### src/rtl/controller_pkg.sv
// Shared encodings for the multicycle controller: FSM states, opcodes,
// R-type function codes, ALU control codes and the internal control bundle.
package controller_pkg;

  // FSM state encoding; the numeric values are visible on the debug port.
  typedef enum logic [3:0] {
    S_FETCH1  = 4'd0,
    S_FETCH2  = 4'd1,
    S_FETCH3  = 4'd2,
    S_FETCH4  = 4'd3,
    S_DECODE  = 4'd4,
    S_MEMADR  = 4'd5,
    S_LBRD    = 4'd6,
    S_LBWR    = 4'd7,
    S_SBWR    = 4'd8,
    S_RTYPEEX = 4'd9,
    S_RTYPEWR = 4'd10,
    S_BEQEX   = 4'd11,
    S_JEX     = 4'd12,
    S_ADDIWR  = 4'd13
  } state_t;

  // Opcodes, instr[31:26].
  localparam logic [5:0] OP_RTYPE = 6'b000000;
  localparam logic [5:0] OP_J     = 6'b000010;
  localparam logic [5:0] OP_BEQ   = 6'b000100;
  localparam logic [5:0] OP_ADDI  = 6'b001000;
  localparam logic [5:0] OP_LB    = 6'b100000;
  localparam logic [5:0] OP_SB    = 6'b101000;

  // R-type function codes, instr[5:0].
  localparam logic [5:0] F_ADD = 6'b100000;
  localparam logic [5:0] F_SUB = 6'b100010;
  localparam logic [5:0] F_AND = 6'b100100;
  localparam logic [5:0] F_OR  = 6'b100101;
  localparam logic [5:0] F_SLT = 6'b101010;

  // ALU control codes driven to the datapath.
  localparam logic [2:0] ALU_ADD = 3'b000;
  localparam logic [2:0] ALU_AND = 3'b001;
  localparam logic [2:0] ALU_OR  = 3'b010;
  localparam logic [2:0] ALU_SUB = 3'b110;
  localparam logic [2:0] ALU_SLT = 3'b111;

  // Internal ALU operation class handed from the FSM to the ALU decoder.
  localparam logic [1:0] ALUOP_ADD   = 2'b00;
  localparam logic [1:0] ALUOP_SUB   = 2'b01;
  localparam logic [1:0] ALUOP_FUNCT = 2'b10;

  // Mux select encodings.
  localparam logic [1:0] PCSRC_ALU    = 2'b00;
  localparam logic [1:0] PCSRC_ALUOUT = 2'b01;
  localparam logic [1:0] PCSRC_JUMP   = 2'b10;
  localparam logic [1:0] SRCB_REG     = 2'b00;
  localparam logic [1:0] SRCB_FOUR    = 2'b01;
  localparam logic [1:0] SRCB_IMM     = 2'b10;
  localparam logic [1:0] SRCB_IMMSH   = 2'b11;

  // Raw (pre-reset-gating) control bundle produced by the state decoder.
  typedef struct packed {
    logic       memread;
    logic       memwrite;
    logic       alusrca;
    logic       memtoreg;
    logic       iord;
    logic       regwrite;
    logic       regdst;
    logic       pcwrite;
    logic       branch;
    logic [1:0] pcsrc;
    logic [1:0] alusrcb;
    logic [3:0] irwrite;
    logic [1:0] aluop;
  } ctrl_t;

  // One-hot byte enable for the instruction register in each fetch state;
  // zero everywhere else so the IR is frozen from DECODE onward.
  function automatic logic [3:0] fetch_byte_en(input state_t s);
    logic [3:0] en;
    en = 4'b0000;
    case (s)
      S_FETCH1: en = 4'b0001;
      S_FETCH2: en = 4'b0010;
      S_FETCH3: en = 4'b0100;
      S_FETCH4: en = 4'b1000;
      default:  en = 4'b0000;
    endcase
    return en;
  endfunction

endpackage

### src/rtl/controller_aludec.sv
// ALU decoder: maps the FSM's ALU operation class (and funct for R-type)
// onto the 3-bit ALU control code.
module aludec
  import controller_pkg::*;
(
  input  logic [1:0] aluop,
  input  logic [5:0] funct,
  output logic [2:0] alucontrol
);

  // Pure combinational decode; unknown functs fall back to ADD.
  always_comb begin
    alucontrol = ALU_ADD;
    case (aluop)
      ALUOP_ADD: alucontrol = ALU_ADD;
      ALUOP_SUB: alucontrol = ALU_SUB;
      ALUOP_FUNCT: begin
        case (funct)
          F_ADD:   alucontrol = ALU_ADD;
          F_SUB:   alucontrol = ALU_SUB;
          F_AND:   alucontrol = ALU_AND;
          F_OR:    alucontrol = ALU_OR;
          F_SLT:   alucontrol = ALU_SLT;
          default: alucontrol = ALU_ADD;
        endcase
      end
      default: alucontrol = ALU_ADD;
    endcase
  end

endmodule

### src/rtl/controller.sv
// Multicycle Moore controller for a byte-fetch MIPS-style datapath.
// Four fetch states assemble the instruction one byte at a time, DECODE
// dispatches on the opcode, and each instruction class finishes in its own
// short state chain before returning to FETCH1. All outputs depend only on
// the registered state (plus zero for pcen and funct for the ALU code), and
// all of them are forced low while reset is asserted.
module controller
  import controller_pkg::*;
(
  input  logic       clk,
  input  logic       reset,
  input  logic [5:0] op,
  input  logic [5:0] funct,
  input  logic       zero,
  output logic       memread,
  output logic       memwrite,
  output logic       alusrca,
  output logic       memtoreg,
  output logic       iord,
  output logic       regwrite,
  output logic       regdst,
  output logic       pcen,
  output logic [1:0] pcsrc,
  output logic [1:0] alusrcb,
  output logic [3:0] irwrite,
  output logic [2:0] alucontrol,
  output logic [3:0] state
);

  state_t     state_q;
  state_t     state_d;
  ctrl_t      ctrl;
  logic [2:0] alucontrol_raw;

  // State register; reset drops straight to FETCH1 without waiting for clk.
  always_ff @(posedge clk or negedge reset) begin
    if (!reset) state_q <= S_FETCH1;
    else        state_q <= state_d;
  end

  // Next-state logic; unrecognised opcodes are dropped back to FETCH1.
  always_comb begin
    state_d = S_FETCH1;
    case (state_q)
      S_FETCH1: state_d = S_FETCH2;
      S_FETCH2: state_d = S_FETCH3;
      S_FETCH3: state_d = S_FETCH4;
      S_FETCH4: state_d = S_DECODE;
      S_DECODE: begin
        case (op)
          OP_LB, OP_SB, OP_ADDI: state_d = S_MEMADR;
          OP_RTYPE:              state_d = S_RTYPEEX;
          OP_BEQ:                state_d = S_BEQEX;
          OP_J:                  state_d = S_JEX;
          default:               state_d = S_FETCH1;
        endcase
      end
      S_MEMADR: begin
        case (op)
          OP_LB:   state_d = S_LBRD;
          OP_SB:   state_d = S_SBWR;
          OP_ADDI: state_d = S_ADDIWR;
          default: state_d = S_FETCH1;
        endcase
      end
      S_LBRD:    state_d = S_LBWR;
      S_RTYPEEX: state_d = S_RTYPEWR;
      S_LBWR, S_SBWR, S_RTYPEWR, S_BEQEX, S_JEX, S_ADDIWR:
                 state_d = S_FETCH1;
      default:   state_d = S_FETCH1;
    endcase
  end

  // Moore output decode; everything not named in a state stays 0.
  always_comb begin
    ctrl = '0;
    case (state_q)
      S_FETCH1, S_FETCH2, S_FETCH3, S_FETCH4: begin
        ctrl.memread = 1'b1;
        ctrl.alusrcb = SRCB_FOUR;
        ctrl.pcsrc   = PCSRC_ALU;
        ctrl.pcwrite = 1'b1;
        ctrl.irwrite = fetch_byte_en(state_q);
        ctrl.aluop   = ALUOP_ADD;
      end
      S_DECODE: begin
        ctrl.alusrcb = SRCB_IMMSH;
        ctrl.aluop   = ALUOP_ADD;
      end
      S_MEMADR: begin
        ctrl.alusrca = 1'b1;
        ctrl.alusrcb = SRCB_IMM;
        ctrl.aluop   = ALUOP_ADD;
      end
      S_LBRD: begin
        ctrl.memread = 1'b1;
        ctrl.iord    = 1'b1;
      end
      S_LBWR: begin
        ctrl.regwrite = 1'b1;
        ctrl.memtoreg = 1'b1;
      end
      S_SBWR: begin
        ctrl.memwrite = 1'b1;
        ctrl.iord     = 1'b1;
      end
      S_RTYPEEX: begin
        ctrl.alusrca = 1'b1;
        ctrl.aluop   = ALUOP_FUNCT;
      end
      S_RTYPEWR: begin
        ctrl.regwrite = 1'b1;
        ctrl.regdst   = 1'b1;
      end
      S_BEQEX: begin
        ctrl.alusrca = 1'b1;
        ctrl.branch  = 1'b1;
        ctrl.pcsrc   = PCSRC_ALUOUT;
        ctrl.aluop   = ALUOP_SUB;
      end
      S_JEX: begin
        ctrl.pcwrite = 1'b1;
        ctrl.pcsrc   = PCSRC_JUMP;
      end
      S_ADDIWR: begin
        ctrl.regwrite = 1'b1;
        ctrl.regdst   = 1'b0;
      end
      default: ctrl = '0;
    endcase
  end

  aludec u_aludec (
    .aluop      (ctrl.aluop),
    .funct      (funct),
    .alucontrol (alucontrol_raw)
  );

  // Reset gating: the state register already sits at FETCH1 during reset,
  // but FETCH1 drives memread/pcwrite, so outputs are masked until release.
  assign memread    = reset & ctrl.memread;
  assign memwrite   = reset & ctrl.memwrite;
  assign alusrca    = reset & ctrl.alusrca;
  assign memtoreg   = reset & ctrl.memtoreg;
  assign iord       = reset & ctrl.iord;
  assign regwrite   = reset & ctrl.regwrite;
  assign regdst     = reset & ctrl.regdst;
  assign pcen       = reset & (ctrl.pcwrite | (ctrl.branch & zero));
  assign pcsrc      = reset ? ctrl.pcsrc   : 2'b00;
  assign alusrcb    = reset ? ctrl.alusrcb : 2'b00;
  assign irwrite    = reset ? ctrl.irwrite : 4'b0000;
  assign alucontrol = reset ? alucontrol_raw : ALU_ADD;
  assign state      = state_q;

endmodule

### config.mk
export PLATFORM = sky130hd
export DESIGN_NAME = controller
export DESIGN_NICKNAME = d
export VERILOG_FILES = /design/src/rtl/controller_pkg.sv /design/src/rtl/controller_aludec.sv /design/src/rtl/controller.sv
export SDC_FILE = /design/constraint.sdc
export NUM_CORES = 1
export LEC_CHECK = 0
export CORE_ASPECT_RATIO = 0.7
export CORE_UTILIZATION = 25
export CTS_BUF_LIST = sky130_fd_sc_hd__clkbuf_16
export DETAILED_ROUTE_END_ITERATION = 8
export PLACE_DENSITY_LB_ADDON = 0.12
export SLEW_MARGIN = 30
export SYNTH_ARGS = -nofsm -noshare
export SYNTH_HDL_FRONTEND = slang
export SYNTH_SLANG_ARGS = --single-unit
### constraint.sdc
create_clock -name clk -period 4.1 [get_ports clk]
set_clock_uncertainty 0.1 [all_clocks]
set_input_delay 0.82 -clock clk [delete_from_list [all_inputs] [get_ports clk]]
set_output_delay 0.82 -clock clk [all_outputs]
set_load 0.05 [all_outputs]
==> impl_metrics.yaml <==
grt:
  grt_use_total_pct: 14.8
  grt_max_degree: 20
  grt_overflow_total: 0
  antenna_found_initial: 0
  grt_pass1_vias: 711
  grt_pass1_wl_mm: 3.27
die:
  die_h_um: 45.3
  core_area_um2: 2500
  dieArea_um2: 2890
  start_util_pct: 26.8
  io_pins: 38
  fp.dieW_um: 63.8
  num_rows: 15
finish:
  nNetsFinal: 147
  largest_register_ffs: 4
  drive_gt1_share_pct: 11.7
  register_area_um2: 100
  antenna_cells: 0
  multi_input_area_um2: 518
  utilization_pct: 44.5
  n_fill_cell: 268
  areaGrowthSynthToFinish_pct: 66.0
clocking:
  clock_latency_ns: 0.22
  clkSlewWorstSetupHoldPaths_ns: 0.03
  clockRootBuffer: "clkbuf_16"
  htreeDepth: 1
  post_cts_buffers: 0
  cts_buffer_depth: 2
  cts_buffers: 3
  cts_tree: "done"
  cts_sinks: 4
  hold_buffers: 0
  cts_resized: 0
setup_path:
  critPathLaunchType: "input pin"
  endpoint_kind: "primary output"
  path_class: "input pin to primary output"
  critical_path_arrival_ns: 2.60
  critPathMaxFanout: 9
  required_ns: 3.18
detailed_routing:
  ant_nets: 0
  drt_iter0_drc: 18
  vias: 802
  drc: 0
  wl_mm: 2.02
  wl_per_cell_um: 12.5
  via_per_inst: 4.95
  firstDrtPassIters: 4
placed_design:
  port_buffers: 37
  place_congestion: 0.747
  hpwl_mm: 1.53
yosys:
  synth_top_area_share_pct: 15.0
  synth_xor_area_share_pct: 2.62
  synth_enable_flop_cells: 0
  synth_compound_area_share_pct: 20.0
  yosys_most_used_dff: "dfrtp_1"
  synth.distinct_cells: 36
  yosysTopAreaCell: "dfrtp_1"
  synthTopCellsByCount: "11 x nor2_1, 7 x nand2_1, 7 x nand2b_1, 6 x a21oi_1, 6 x nand3_1"
  synth-seq-cells: 4
  synth_area_leaders: "dfrtp_1 15%, nand2b_1 6.5%, nor2_1 6.2%"
  synth_area_um2: 669
  synth_fp_nets: 110
  synth_mux_area_share_pct: 2.99
  synth_top_family_by_area: "simple AND/OR/NAND/NOR gates"
  synth_area_per_cell_um2: 7.20
  synth.most_common_cell: "nor2_1"
  ys_warn_count: 0
  synthArstFlopShare_pct: 100
  synth_simple_gate_area_share_pct: 48.0
  synth-seq-area-share_pct: 15.0
  syn_inst: 93
  synthAdderAreaFrac_pct: 3.74
sta:
  hold_viol: 0
  slew_viol_final: 0
  clock.fmax_ghz: 0.284
  worst_pin_slew_ns: 0.599
  rsz0062_at_grt: "false"
  finalSetupTns_ns: 0
  max_slew_margin_pct: 60.1
  fin_crit_sh_pct: 85.8
  setup_viol: 0
  finalCriticalPeriod_ns: 3.52
power_and_ir_drop:
  max-vdd-ir-drop_uv: 261
  p_leak_nw: 0.432
  power_density_nw_per_um2: 605
  power.total_mw: 0.672
worst_hold_path:
  holdCritPathClass: "flop to flop"
flow_run:
  maxCapViolations: 0
run_status:
  run_status: "finished clean"
==> cells in the final DEF, fill, tap and decap left out, types with 2 or more instances in the layout <==
cell type        synthesis  routed
clkdlybuf4s50_1          0      30
nor2_1                  11      11
buf_4                    0       8
nand2_1                  7       7
nand2b_1                 7       7
nand3_1                  6       6
a21oi_1                  6       6
nor2b_1                  4       4
inv_1                    4       4
nor3b_1                  4       4
dfrtp_1                  4       4
o21ai_0                  3       3
clkbuf_16                0       3
nand4_1                  2       2
xor2_1                   2       2
a31oi_1                  2       2
nor3_1                   2       2
mux2i_1                  2       2
and2_1                   2       2
ha_1                     2       2
==> worst paths after layout <==
path                       startpoint        to  slack (ns)  cells past startpoint
max reg2reg                  state[2]  state[3]        2.47                      3
max                             reset  regwrite        0.58                      4
max in group asynchronous       reset  state[3]        2.81                      2
min in group asynchronous       reset  state[2]        0.98                      2
min reg2reg                  state[1]  state[3]        0.68                      1
min                          state[1]  state[3]        0.68                      1
==> report_power, final <==
| group | total [mW] | internal, mW | leakage [nW] | switching, mW |
|---|---|---|---|---|
| Sequential | 0.130 | 0.0547 | 0.0509 | 0.0752 |
| Combinational | 0.390 | 0.145 | 0.345 | 0.245 |
| Clock | 0.151 | 0.125 | 0.0370 | 0.0269 |
==> layer usage <==
layer  vias to the layer above  track usage [%]  routed length, um  share of wire [%]
met5                         -                0                  0                  0
met1                       370             19.7               1010                 50
met3                         2             4.55                120                5.9
met4                         0             4.09                  8               0.40
li1                        404                -                  -                  -
met2                        26             23.2                889                 44
==> cell type report <==
class	instances	area share, %
Timing Repair Buffer	38	32.4
Sequential cell	4	9.01
Multi-Input combinational cell	79	46.6
Inverter	4	1.35
Clock buffer	3	6.76
Tap cell	34	3.83
==> kinds of logic after synthesis <==
| logic type | Yosys count |
|---|---|
| AOI/OAI and AO/OA | 19 |
| xor gates and xnor gates | 2 |
| adders and majority gates | 2 |
| buffers and inverters | 10 |
| DFF | 4 |
| muxes | 2 |
| and+or+nand+nor | 54 |
==> through the flow <==
stage / area [um^2] / setup WS [ns] / instances / hold slack (ns)
after global placement: 1040 / 0.578 / 159 / 0.668
after detailed placement: 1040 / 0.566 / 159 / 0.674
after CTS: 1110 / 0.564 / 162 / 0.672
final: 1110 / 0.581 / 162 / 0.681
after global routing: 1110 / 0.480 / 162 / 0.742
after floorplan: 669 / 0.349 / 93 / 0.424
==> worst max-delay path, stage by stage <==
cell	delay, ns
clkdlybuf4s50_1	0.61
buf_4	0.20
a21boi_1	0.16
clkdlybuf4s50_1	0.81
No activity file was read; power rests on OpenSTA's default activity.
